<file path="config.mk">
export PLATFORM = sky130hd
export DESIGN_NAME = axi_rd_arbiter
export DESIGN_NICKNAME = d
export VERILOG_FILES = /design/src/rtl/axi_pkg.sv /design/src/rtl/rr_arb2.sv /design/src/rtl/axi_rd_arbiter.sv
export SDC_FILE = /design/constraint.sdc
export NUM_CORES = 1
export LEC_CHECK = 0
export CAP_MARGIN = 0
export CORE_UTILIZATION = 28
export DETAILED_ROUTE_END_ITERATION = 12
export HOLD_SLACK_MARGIN = 0.12
export PLACE_DENSITY = 0.72
export SYNTH_ARGS = -nofsm -noshare
export SYNTH_HDL_FRONTEND = slang
export SYNTH_SLANG_ARGS = --single-unit
</file>
<file path="constraint.sdc">
create_clock -name clk -period 2.2 [get_ports clk]
set_input_delay 0.33 -clock clk [delete_from_list [all_inputs] [get_ports clk]]
set_output_delay 0.33 -clock clk [all_outputs]
set_load 0.005 [all_outputs]
</file>
<file path="src/rtl/axi_pkg.sv">
// Shared types and address map for the SASD AXI read-path arbiter.
package axi_pkg;

    typedef enum logic [1:0] {
        IDLE = 2'd0,
        ADDR = 2'd1,
        DATA = 2'd2
    } arb_state_e;

    localparam int NUM_SLV = 3;
    localparam int SLV_IM  = 0;
    localparam int SLV_DM  = 1;
    localparam int SLV_DEF = 2;

    localparam logic [15:0] IM_BASE_HI = 16'h0000;
    localparam logic [15:0] DM_BASE_HI = 16'h0001;

    // One-hot slave select from the upper address half; unmapped space goes to the default slave.
    function automatic logic [NUM_SLV-1:0] decode_slave(input logic [15:0] addr_hi);
        logic [NUM_SLV-1:0] sel;
        sel = {NUM_SLV{1'b0}};
        if (addr_hi == IM_BASE_HI) begin
            sel[SLV_IM] = 1'b1;
        end else if (addr_hi == DM_BASE_HI) begin
            sel[SLV_DM] = 1'b1;
        end else begin
            sel[SLV_DEF] = 1'b1;
        end
        return sel;
    endfunction

endpackage

</file>
<file path="src/rtl/rr_arb2.sv">
// Two-requester round-robin picker: combinational pick, registered last-grant memory.
module rr_arb2 (
    input  logic       clk,
    input  logic       rst,
    input  logic [1:0] req,
    input  logic       update,
    input  logic       update_idx,
    output logic [1:0] pick,
    output logic       last_grant
);

    logic last_grant_r;

    // Pick the sole requester, or on contention the master not granted last.
    always_comb begin
        pick = 2'b00;
        case (req)
            2'b01:   pick = 2'b01;
            2'b10:   pick = 2'b10;
            2'b11:   pick = last_grant_r ? 2'b01 : 2'b10;
            default: pick = 2'b00;
        endcase
    end

    // Remember the last completed grant; reset value favours M0 on first contention.
    always_ff @(posedge clk or posedge rst) begin
        if (rst) begin
            last_grant_r <= 1'b1;
        end else if (update) begin
            last_grant_r <= update_idx;
        end
    end

    assign last_grant = last_grant_r;

endmodule

</file>
<file path="src/rtl/axi_rd_arbiter.sv">
// Read-path arbiter/sequencer: round-robin AR grant, slave decode, and R-burst tracking
// with burst-length checking for the SASD AXI interconnect.
module axi_rd_arbiter
    import axi_pkg::*;
#(
    parameter int ADDR_W = 32,
    parameter int LEN_W  = 4,
    parameter int NUM_S  = 3
) (
    input  logic              clk,
    input  logic              rst,
    input  logic              arvalid_m0,
    input  logic              arvalid_m1,
    input  logic [ADDR_W-1:0] araddr_m0,
    input  logic [ADDR_W-1:0] araddr_m1,
    input  logic [LEN_W-1:0]  arlen_m0,
    input  logic [LEN_W-1:0]  arlen_m1,
    input  logic              rready_m0,
    input  logic              rready_m1,
    input  logic [NUM_S-1:0]  arready_s,
    input  logic [NUM_S-1:0]  rvalid_s,
    input  logic [NUM_S-1:0]  rlast_s,
    output logic [1:0]        grant_m,
    output logic [NUM_S-1:0]  slave_sel,
    output logic              addr_phase,
    output logic              data_phase,
    output logic              len_err
);

    localparam int              CNT_W   = LEN_W + 1;
    localparam logic [CNT_W-1:0] CNT_MAX = {CNT_W{1'b1}};
    localparam logic [CNT_W-1:0] CNT_ONE = {{(CNT_W-1){1'b0}}, 1'b1};

    arb_state_e        state_r, state_nxt_s;
    logic [1:0]        grant_r, grant_nxt_s;
    logic [NUM_S-1:0]  sel_r, sel_nxt_s;
    logic              addr_ph_r, addr_ph_nxt_s;
    logic              data_ph_r, data_ph_nxt_s;
    logic              len_err_r, len_err_nxt_s;
    logic [LEN_W-1:0]  arlen_r, arlen_nxt_s;
    logic [CNT_W-1:0]  cnt_r, cnt_nxt_s;

    logic [1:0]        pick_s;
    logic              upd_s;
    logic              last_grant_s;
    logic [ADDR_W-1:0] win_addr_s;
    logic [LEN_W-1:0]  win_len_s;
    logic              gnt_arvalid_s, gnt_rready_s;
    logic              sel_arready_s, sel_rvalid_s, sel_rlast_s;
    logic              ar_hs_s, r_beat_s;

    rr_arb2 u_rr (
        .clk        (clk),
        .rst        (rst),
        .req        ({arvalid_m1, arvalid_m0}),
        .update     (upd_s),
        .update_idx (grant_r[1]),
        .pick       (pick_s),
        .last_grant (last_grant_s)
    );

    assign win_addr_s    = pick_s[0] ? araddr_m0 : araddr_m1;
    assign win_len_s     = pick_s[0] ? arlen_m0 : arlen_m1;
    assign gnt_arvalid_s = (grant_r[0] & arvalid_m0) | (grant_r[1] & arvalid_m1);
    assign gnt_rready_s  = (grant_r[0] & rready_m0) | (grant_r[1] & rready_m1);
    // Only the latched slave's handshake lines are observed.
    assign sel_arready_s = |(arready_s & sel_r);
    assign sel_rvalid_s  = |(rvalid_s & sel_r);
    assign sel_rlast_s   = |(rlast_s & sel_r);
    assign ar_hs_s       = (state_r == ADDR) && gnt_arvalid_s && sel_arready_s;
    assign r_beat_s      = (state_r == DATA) && sel_rvalid_s && gnt_rready_s;

    // Next-state, next-output and beat-accounting logic.
    always_comb begin
        state_nxt_s   = state_r;
        grant_nxt_s   = grant_r;
        sel_nxt_s     = sel_r;
        arlen_nxt_s   = arlen_r;
        cnt_nxt_s     = cnt_r;
        len_err_nxt_s = 1'b0;
        upd_s         = 1'b0;
        case (state_r)
            IDLE: begin
                if (arvalid_m0 || arvalid_m1) begin
                    state_nxt_s = ADDR;
                    grant_nxt_s = pick_s;
                    sel_nxt_s   = decode_slave(win_addr_s[ADDR_W-1:ADDR_W-16]);
                    arlen_nxt_s = win_len_s;
                end else begin
                    grant_nxt_s = 2'b00;
                    sel_nxt_s   = {NUM_S{1'b0}};
                end
            end
            ADDR: begin
                if (ar_hs_s) begin
                    state_nxt_s = DATA;
                    cnt_nxt_s   = {CNT_W{1'b0}};
                end else begin
                    state_nxt_s = ADDR;
                end
            end
            DATA: begin
                if (r_beat_s) begin
                    cnt_nxt_s = (cnt_r == CNT_MAX) ? cnt_r : cnt_r + CNT_ONE;
                    if (sel_rlast_s) begin
                        len_err_nxt_s = (cnt_r != {1'b0, arlen_r});
                        upd_s         = 1'b1;
                        state_nxt_s   = IDLE;
                        grant_nxt_s   = 2'b00;
                        sel_nxt_s     = {NUM_S{1'b0}};
                    end else begin
                        len_err_nxt_s = (cnt_r == {1'b0, arlen_r});
                    end
                end else begin
                    cnt_nxt_s = cnt_r;
                end
            end
            default: begin
                state_nxt_s = IDLE;
                grant_nxt_s = 2'b00;
                sel_nxt_s   = {NUM_S{1'b0}};
            end
        endcase
        addr_ph_nxt_s = (state_nxt_s == ADDR);
        data_ph_nxt_s = (state_nxt_s == DATA);
    end

    // FSM state register.
    always_ff @(posedge clk or posedge rst) begin
        if (rst) begin
            state_r <= IDLE;
        end else begin
            state_r <= state_nxt_s;
        end
    end

    // Registered outputs, latched burst length and beat counter.
    always_ff @(posedge clk or posedge rst) begin
        if (rst) begin
            grant_r   <= 2'b00;
            sel_r     <= {NUM_S{1'b0}};
            addr_ph_r <= 1'b0;
            data_ph_r <= 1'b0;
            len_err_r <= 1'b0;
            arlen_r   <= {LEN_W{1'b0}};
            cnt_r     <= {CNT_W{1'b0}};
        end else begin
            grant_r   <= grant_nxt_s;
            sel_r     <= sel_nxt_s;
            addr_ph_r <= addr_ph_nxt_s;
            data_ph_r <= data_ph_nxt_s;
            len_err_r <= len_err_nxt_s;
            arlen_r   <= arlen_nxt_s;
            cnt_r     <= cnt_nxt_s;
        end
    end

    assign grant_m    = grant_r;
    assign slave_sel  = sel_r;
    assign addr_phase = addr_ph_r;
    assign data_phase = data_ph_r;
    assign len_err    = len_err_r;

endmodule

</file>
==> results of run 1 <==
-- final cells by class --
cell class                 instances  area (um2)
timing repair buffer              69         673
inverter                           5        18.8
multi-input combinational         83         581
sequential                        20         502
clock buffer                       4        55.1
fill                             356        1830
tap                               48        60.1
-- power breakdown --
part | total, mW | leakage [nW] | switching, mW | internal (mW)
Clock | 0.279 | 0.0288 | 0.120 | 0.159
Sequential | 0.550 | 0.258 | 0.0874 | 0.463
Combinational | 0.538 | 0.523 | 0.228 | 0.310
-- metrics by stage --
step	hold WS, ps	cells	total power [mW]	worst slack (ps)	util
after floorplan	293	111	0.814	54.4	-
after global placement	490	225	1.07	-59.8	0.490
after detailed placement	500	225	1.09	-72.8	0.490
after CTS	517	229	1.37	19.1	0.505
after global routing	524	229	1.45	-0.615	0.508
final	510	229	1.37	99.2	0.508
-- final timing paths --
kind                            slack, ps                   start                  endpoint
worst min-delay path                  510                     rst  slave_sel[1]$_DFFE_PP0P_
worst max-delay path                  100    cnt_r[0]$_DFFE_PP0P_      cnt_r[3]$_DFFE_PP0P_
max in group asynchronous            1220                     rst    arlen_r[3]$_DFFE_PP0P_
min in group clk                      510  arlen_r[3]$_DFFE_PP0P_    arlen_r[3]$_DFFE_PP0P_
worst max register to register        100    cnt_r[0]$_DFFE_PP0P_      cnt_r[3]$_DFFE_PP0P_
worst min register to register        510  arlen_r[3]$_DFFE_PP0P_    arlen_r[3]$_DFFE_PP0P_
-- worst max-delay path: stages (launching register included) --
cell	delay, ps
sky130_fd_sc_hd__dfrtp_1	390
sky130_fd_sc_hd__ha_1	210
sky130_fd_sc_hd__and3_1	180
sky130_fd_sc_hd__ha_1	180
sky130_fd_sc_hd__or4_4	550
sky130_fd_sc_hd__or3_4	380
sky130_fd_sc_hd__a21oi_2	140
-- logic make-up (layout without fill, tap and decap cells) --
family,count (synthesis),in the layout
and+or+nand+nor,41,41
AOI/OAI and AO/OA,28,28
DFF,20,20
buffers and inverters,8,78
muxes,7,7
xor gates and xnor gates,5,5
adders and majority gates,2,2
-- cell usage after synthesis (all sizes together) (3+ instances only) --
cell    count  area [um2]
dfrtp      19         475
o21ai      12        60.1
nand2       8        30.0
nor3        7        35.0
nor4        7        43.8
inv         5        18.8
mux2i       5        50.1
nand2b      4        32.5
nand3       4        20.0
xnor2       4        35.0
a221o       3        30.0
a222oi      3        30.0
-- sequential cells by signal (all words and copies together) (netlist names) --
register / count
addr_phase: 1
state_r: 2
data_phase: 1
arlen_r: 4
slave_sel: 3
cnt_r: 5
grant_m: 2
len_err: 1
u_rr.last_grant: 1
-- per-layer routing --
metal,wire length [um],vias to the layer above
met5,0,-
met3,179,5
met4,32,0
met2,1610,41
li1,-,565
met1,1430,545
-- timing repair --
action | in CTS | in global routing
hold endpoints to repair | 0 | 0
endpoints found under the setup margin | 0 | 1
buffers inserted | 0 | 0
gates resized for setup | 0 | 4
==> parameters.txt, run 1 <==
Parameter                              Value

Flow run
  Total of max-cap violations    0

Yosys
  Post-synth EDFFs    0
  Adder-cell share of the synthesized area    0.0227
  Count of cell types in the netlist    37
  Largest family of logic cells by synthesized area    simple AND/OR/NAND/NOR gates
  Mux cell area share after synthesis    0.0657
  Mapped Avg Cell Area    roughly 10 um2
  Post-synthesis share of cell area spent on and, or, nand and nor gates    0.210
  Sequential share of the synthesized area    0.454
  Synthesized net count    200
  Xor/xnor share of the synthesized area    0.0396
  Seq cells post-synth    20
  Top_reg_cell synth    sky130_fd_sc_hd__dfrtp_1
  Syn. warnings    0
  Combined area of all synthesized cells    1100 um2
  Fraction of the mapped netlist area in compound gates    0.177
  Post-synth ARST share    1.00
  Cells after synthesis    roughly 110

STA
  Count of endpoints failing hold in the final timing report    0
  Final critical-path share of the clock period    0.955
  Final Skew    3.02 ps
  Post-layout min period    around 2100 ps
  Max frequency    476 MHz
  Final Slew Violations    0
  Setup Total Neg Slack    0 ps
  Final setup violation count    0
  Actual slew at the worst max-slew pin    ~740 ps
  Max-slew headroom at the worst pin    0.507

CTS
  Count of hold-fix buffers inserted at cts    0
  CTS Buf Count    3
  Clock root buffer master    sky130_fd_sc_hd__clkbuf_8
  Clk sinks    20
  Depth of the CTS H-tree    1
  Skew-Pair Late Insertion Delay    ~260 ps
  CTS tree    done
  CTS Buffer Depth    2
  CTS clock-pin slew for the worst setup and hold paths    approximately 70 ps

Global route
  Met3 usage    0.0352
  Number of global-route vias before repair    approximately 1,200
  Met1 Use GR    0.205
  Global-route wire length before repair    roughly 5500 um
  Total GRT Usage    0.167
  Antenna violations before repair    0
  Overflow left after global routing    0
  Busiest layer in global routing    met2
  Largest net degree at the start of global routing    21
  Met2 Track Usage GR    0.299

Run status
  Status    finished clean

Detailed routing
  1st-pass router iterations    4
  Detail-routed via count per cell    roughly 5.0
  Drt initial violations    43
  Residual antenna-violating net count after detailed routing    0
  Final routed DRC violation total    0
  Total Routed Length    between 3000 and 4000 um
  Via count of the routed design    roughly 1,200
  WL per Instance    about 14 um

Finish
  Most common cell after layout, fill and taps aside    sky130_fd_sc_hd__clkdlybuf4s50_1
  # nets final    ~270
  Ratio of cells with drive above 1 in the final layout    0.0994
  N_diodes    0
  Most frequent cells in the layout    sky130_fd_sc_hd__clkdlybuf4s50_1, sky130_fd_sc_hd__dfrtp_1, sky130_fd_sc_hd__o21ai_0
  Post-Layout Inst Area    between 1500 and 2000 um2
  Synth-to-Final Area Change    71.0%

Placed design
  # port buffers    62
  Placed standard-cell area    approximately 1800 um2
  Post-DP HPWL    around 2700 um
  Routability Congestion    0.780

Worst setup path
  Arrival time reported for the critical path endpoint    2290 ps
  Maximum fanout along the worst path    4
  Capturing element type of the critical path    flip-flop
  Kind of start point of the critical path    flip-flop
  Type of the worst setup path    flip-flop to flip-flop
  Data required, critical path    around 2400 ps
  Cell depth of the worst flop-to-flop path    6

Die
  Total number of placement rows    22
  Die outline area    4200 um2
  I/O pin cnt    95
  Starting density of the core    0.297
  Floorplan die height    about 65 um
  Overall die width    64.8 um
  Area of the core region    3720 um2

Worst hold path
  Worst Hold Class    input port to async pin

Power and ir drop
  Pwr Density    724 nW/um2
  Worst vdd rail ir drop    0.395 mV
  P_leak    0.809 nW
Note: power is estimated with default switching activity, not from simulation.
==> run 2, diff against run 1 <==
--- a/config.mk
+++ b/config.mk
@@ -7,7 +7,9 @@
 export LEC_CHECK = 0
 export CAP_MARGIN = 0
 export CORE_UTILIZATION = 28
+export CTS_CLUSTER_SIZE = 16
 export DETAILED_ROUTE_END_ITERATION = 12
+export GPL_TIMING_DRIVEN = 0
 export HOLD_SLACK_MARGIN = 0.12
 export PLACE_DENSITY = 0.72
 export SYNTH_ARGS = -nofsm -noshare
==> run 2 against run 1 <==
  * Fmax decreased by 2.0%
  * Combinational power decreased by 2%
  * Non-clock buffer count increased by 1
  * Power increased by 5.7%
  * Highest routed layer unchanged
  * Via count decreased by 2.0%
  * Cell area increased by 2.5%
  * Utilization increased by 1.3 points
  * Worst hold slack got worse by 9.5 ps
==> parameters.txt, run 2 (synthesis gave the netlist of run 1 again) <==
Parameter                              Value

Worst setup path
  CP bufs+invs    1 (+1)
  Family with the most delay on the worst path    simple AND/OR/NAND/NOR gates
  Type of the worst setup path    flip-flop to flip-flop
  Kind of start point of the critical path    flip-flop
  R2R Setup Slk    60 ps (-40 ps)
  Critical Path Max Stage Delay    510 ps (-40 ps)
  Worst-path cell chain    ha_2 -> and3_4 -> ha_4 -> or4_4 -> buf_8 -> or3_4 -> a21oi_2
  Arrival time reported for the critical path endpoint    2330 ps (+40 ps)
  Data required, critical path    2390 ps (about the same)
  Cell depth of the worst flop-to-flop path    7 (+1)
  Crit-path slowest cell    sky130_fd_sc_hd__or4_4
  Maximum fanout along the worst path    7 (+3)
  R2r startpoint    cnt_r[0]$_DFFE_PP0P_
  Reg2Reg Capture Point    cnt_r[3]$_DFFE_PP0P_
  Capturing element type of the critical path    flip-flop

Flow run
  Total of max-cap violations    0 (unchanged)

STA
  Final Slew Violations    0 (unchanged)
  Post-route worst hold slack    501 ps (-9.50 ps)
  Setup Total Neg Slack    0 ps (unchanged)
  Count of endpoints failing hold in the final timing report    0 (unchanged)
  Actual slew at the worst max-slew pin    893 ps (+154 ps)
  Max-slew headroom at the worst pin    0.389 (-0.118)
  Final Skew    5.57 ps (+2.55 ps)
  Max frequency    466 MHz (-2.0%)
  Final setup violation count    0 (unchanged)
  Post-layout min period    2140 ps (+42.9 ps)
  Final critical-path share of the clock period    0.974 (+0.0195)

Run status
  Status    finished clean

Placed design
  Placed Cells incl. Taps    221 (-1.8%)
  # port buffers    62 (unchanged)
  Post-DP HPWL    2520 um (-7.8%)
  Placed standard-cell area    1790 um2 (-2.0%)
  Routability Congestion    0.776 (-0.56%)

CTS
  CTS clock-pin slew for the worst setup and hold paths    80 ps (about the same)
  CTS Buf Count    3 (unchanged)
  CTS tree    done
  Count of hold-fix buffers inserted at cts    0 (unchanged)
  Clock root buffer master    sky130_fd_sc_hd__clkbuf_8
  CTS Buffer Depth    2 (unchanged)
  Skew-Pair Late Insertion Delay    260 ps (about the same)
  Depth of the CTS H-tree    1 (unchanged)
  Clk sinks    20 (unchanged)

Finish
  Max FFs per register    5 (unchanged)
  Filler-free cell count of the finished design    230 (+0.44%)
  Largest reg by FF count    cnt_r
  Total area of multi-input combinational cells    601 um2 (+3.4%)
  N_diodes    0 (unchanged)
  Ratio of cells with drive above 1 in the final layout    0.115 (+0.0159)
  Final cell utilization of the core    0.521 (+0.0128)
  Post-Layout Inst Area    1940 um2 (+2.5%)
  Synth-to-Final Area Change    75.3%
  Most frequent cells in the layout    sky130_fd_sc_hd__clkdlybuf4s50_1, sky130_fd_sc_hd__dfrtp_1, sky130_fd_sc_hd__o21ai_0
  Number of filler instances in the final layout    351 (-1.4%)
  # nets final    272 (+0.37%)
  Register area    502 um2 (unchanged)
  Most common cell after layout, fill and taps aside    sky130_fd_sc_hd__clkdlybuf4s50_1

Detailed routing
  Detail-routed via count per cell    4.93 (-2.4%)
  WL per Instance    13.7 um (-3.5%)
  Drt initial violations    43 (unchanged)
  Via count of the routed design    1,133 (-2.0%)
  Residual antenna-violating net count after detailed routing    0 (unchanged)
  1st-pass router iterations    4 (unchanged)
  Final routed DRC violation total    0 (unchanged)
  Total Routed Length    3160 um (-3.0%)

Die
  Area of the core region    3720 um2 (unchanged)
  I/O pin cnt    95 (unchanged)
  Die outline area    4200 um2 (unchanged)
  Floorplan die height    64.8 um (unchanged)
  Total number of placement rows    22 (unchanged)
  Starting density of the core    0.297 (unchanged)
  Overall die width    64.8 um (unchanged)

Global route
  Number of global-route vias before repair    1,134 (-5.3%)
  Total GRT Usage    0.159 (-0.00810)
  Overflow left after global routing    0 (unchanged)
  Global-route wire length before repair    5070 um (-7.0%)
  Antenna violations before repair    0 (unchanged)
  Largest net degree at the start of global routing    21 (unchanged)

Power and ir drop
  Pwr Density    747 nW/um2 (+3.2%)
  P_leak    0.814 nW (+0.63%)
  Worst vdd rail ir drop    0.402 mV (+1.7%)

Worst hold path
  Worst Hold Class    input port to async pin
[run 2: per-layer routing]
| metal | wire (um) | up-vias | GRT usage |
|---|---|---|---|
| met3 | 163 | 2 | 0.0352 |
| met4 | 13 | 0 | 0.0278 |
| met5 | 0 | - | 0 |
| li1 | - | 568 | - |
| met1 | 1410 | 529 | 0.198 |
| met2 | 1570 | 34 | 0.280 |
[run 2: per-stage QoR]
| stage | power [mW] | setup slack (ps) |
|---|---|---|
| after global routing | 1.54 | -2.70 |
| final | 1.45 | 56.3 |
| after detailed placement | 1.07 | -83.3 |
| after global placement | 1.06 | -61.4 |
| after floorplan | 0.814 | 54.4 |
| after CTS | 1.45 | 4.98 |
[run 2: worst max path at each step]
stage	start	end	slack [ps]	depth (start not counted)
after CTS	cnt_r[0]$_DFFE_PP0P_	cnt_r[3]$_DFFE_PP0P_	5	7
after detailed placement	cnt_r[0]$_DFFE_PP0P_	cnt_r[3]$_DFFE_PP0P_	-80	7
final	cnt_r[0]$_DFFE_PP0P_	cnt_r[3]$_DFFE_PP0P_	60	7
after floorplan	cnt_r[0]$_DFFE_PP0P_	cnt_r[3]$_DFFE_PP0P_	50	7
after global placement	rvalid_s[1]	slave_sel[0]$_DFFE_PP0P_	-60	5
after global routing	cnt_r[0]$_DFFE_PP0P_	cnt_r[3]$_DFFE_PP0P_	-3	7
[run 2: layout make-up]
| cell class | instances | area share |
|---|---|---|
| tap | 48 | 0.0310 |
| buffer | 3 | 0.0136 |
| clock buffer | 3 | 0.0213 |
| sequential | 20 | 0.259 |
| timing repair buffer | 67 | 0.340 |
| clock inverter | 1 | 0.0155 |
| multi-input combinational | 83 | 0.310 |
| inverter | 5 | 0.00969 |
[run 2: timing repair]
item,4_1_cts,5_1_grt
resized for setup,4,7
setup buffers,2,3
pin swaps,1,3
cloned,0,0
endpoints found under the setup margin,2,2
[run 2: where the power goes]
| group | internal, mW | switching (mW) |
|---|---|---|
| Combinational | 0.305 | 0.224 |
| Sequential | 0.463 | 0.0897 |
| Clock | 0.243 | 0.123 |
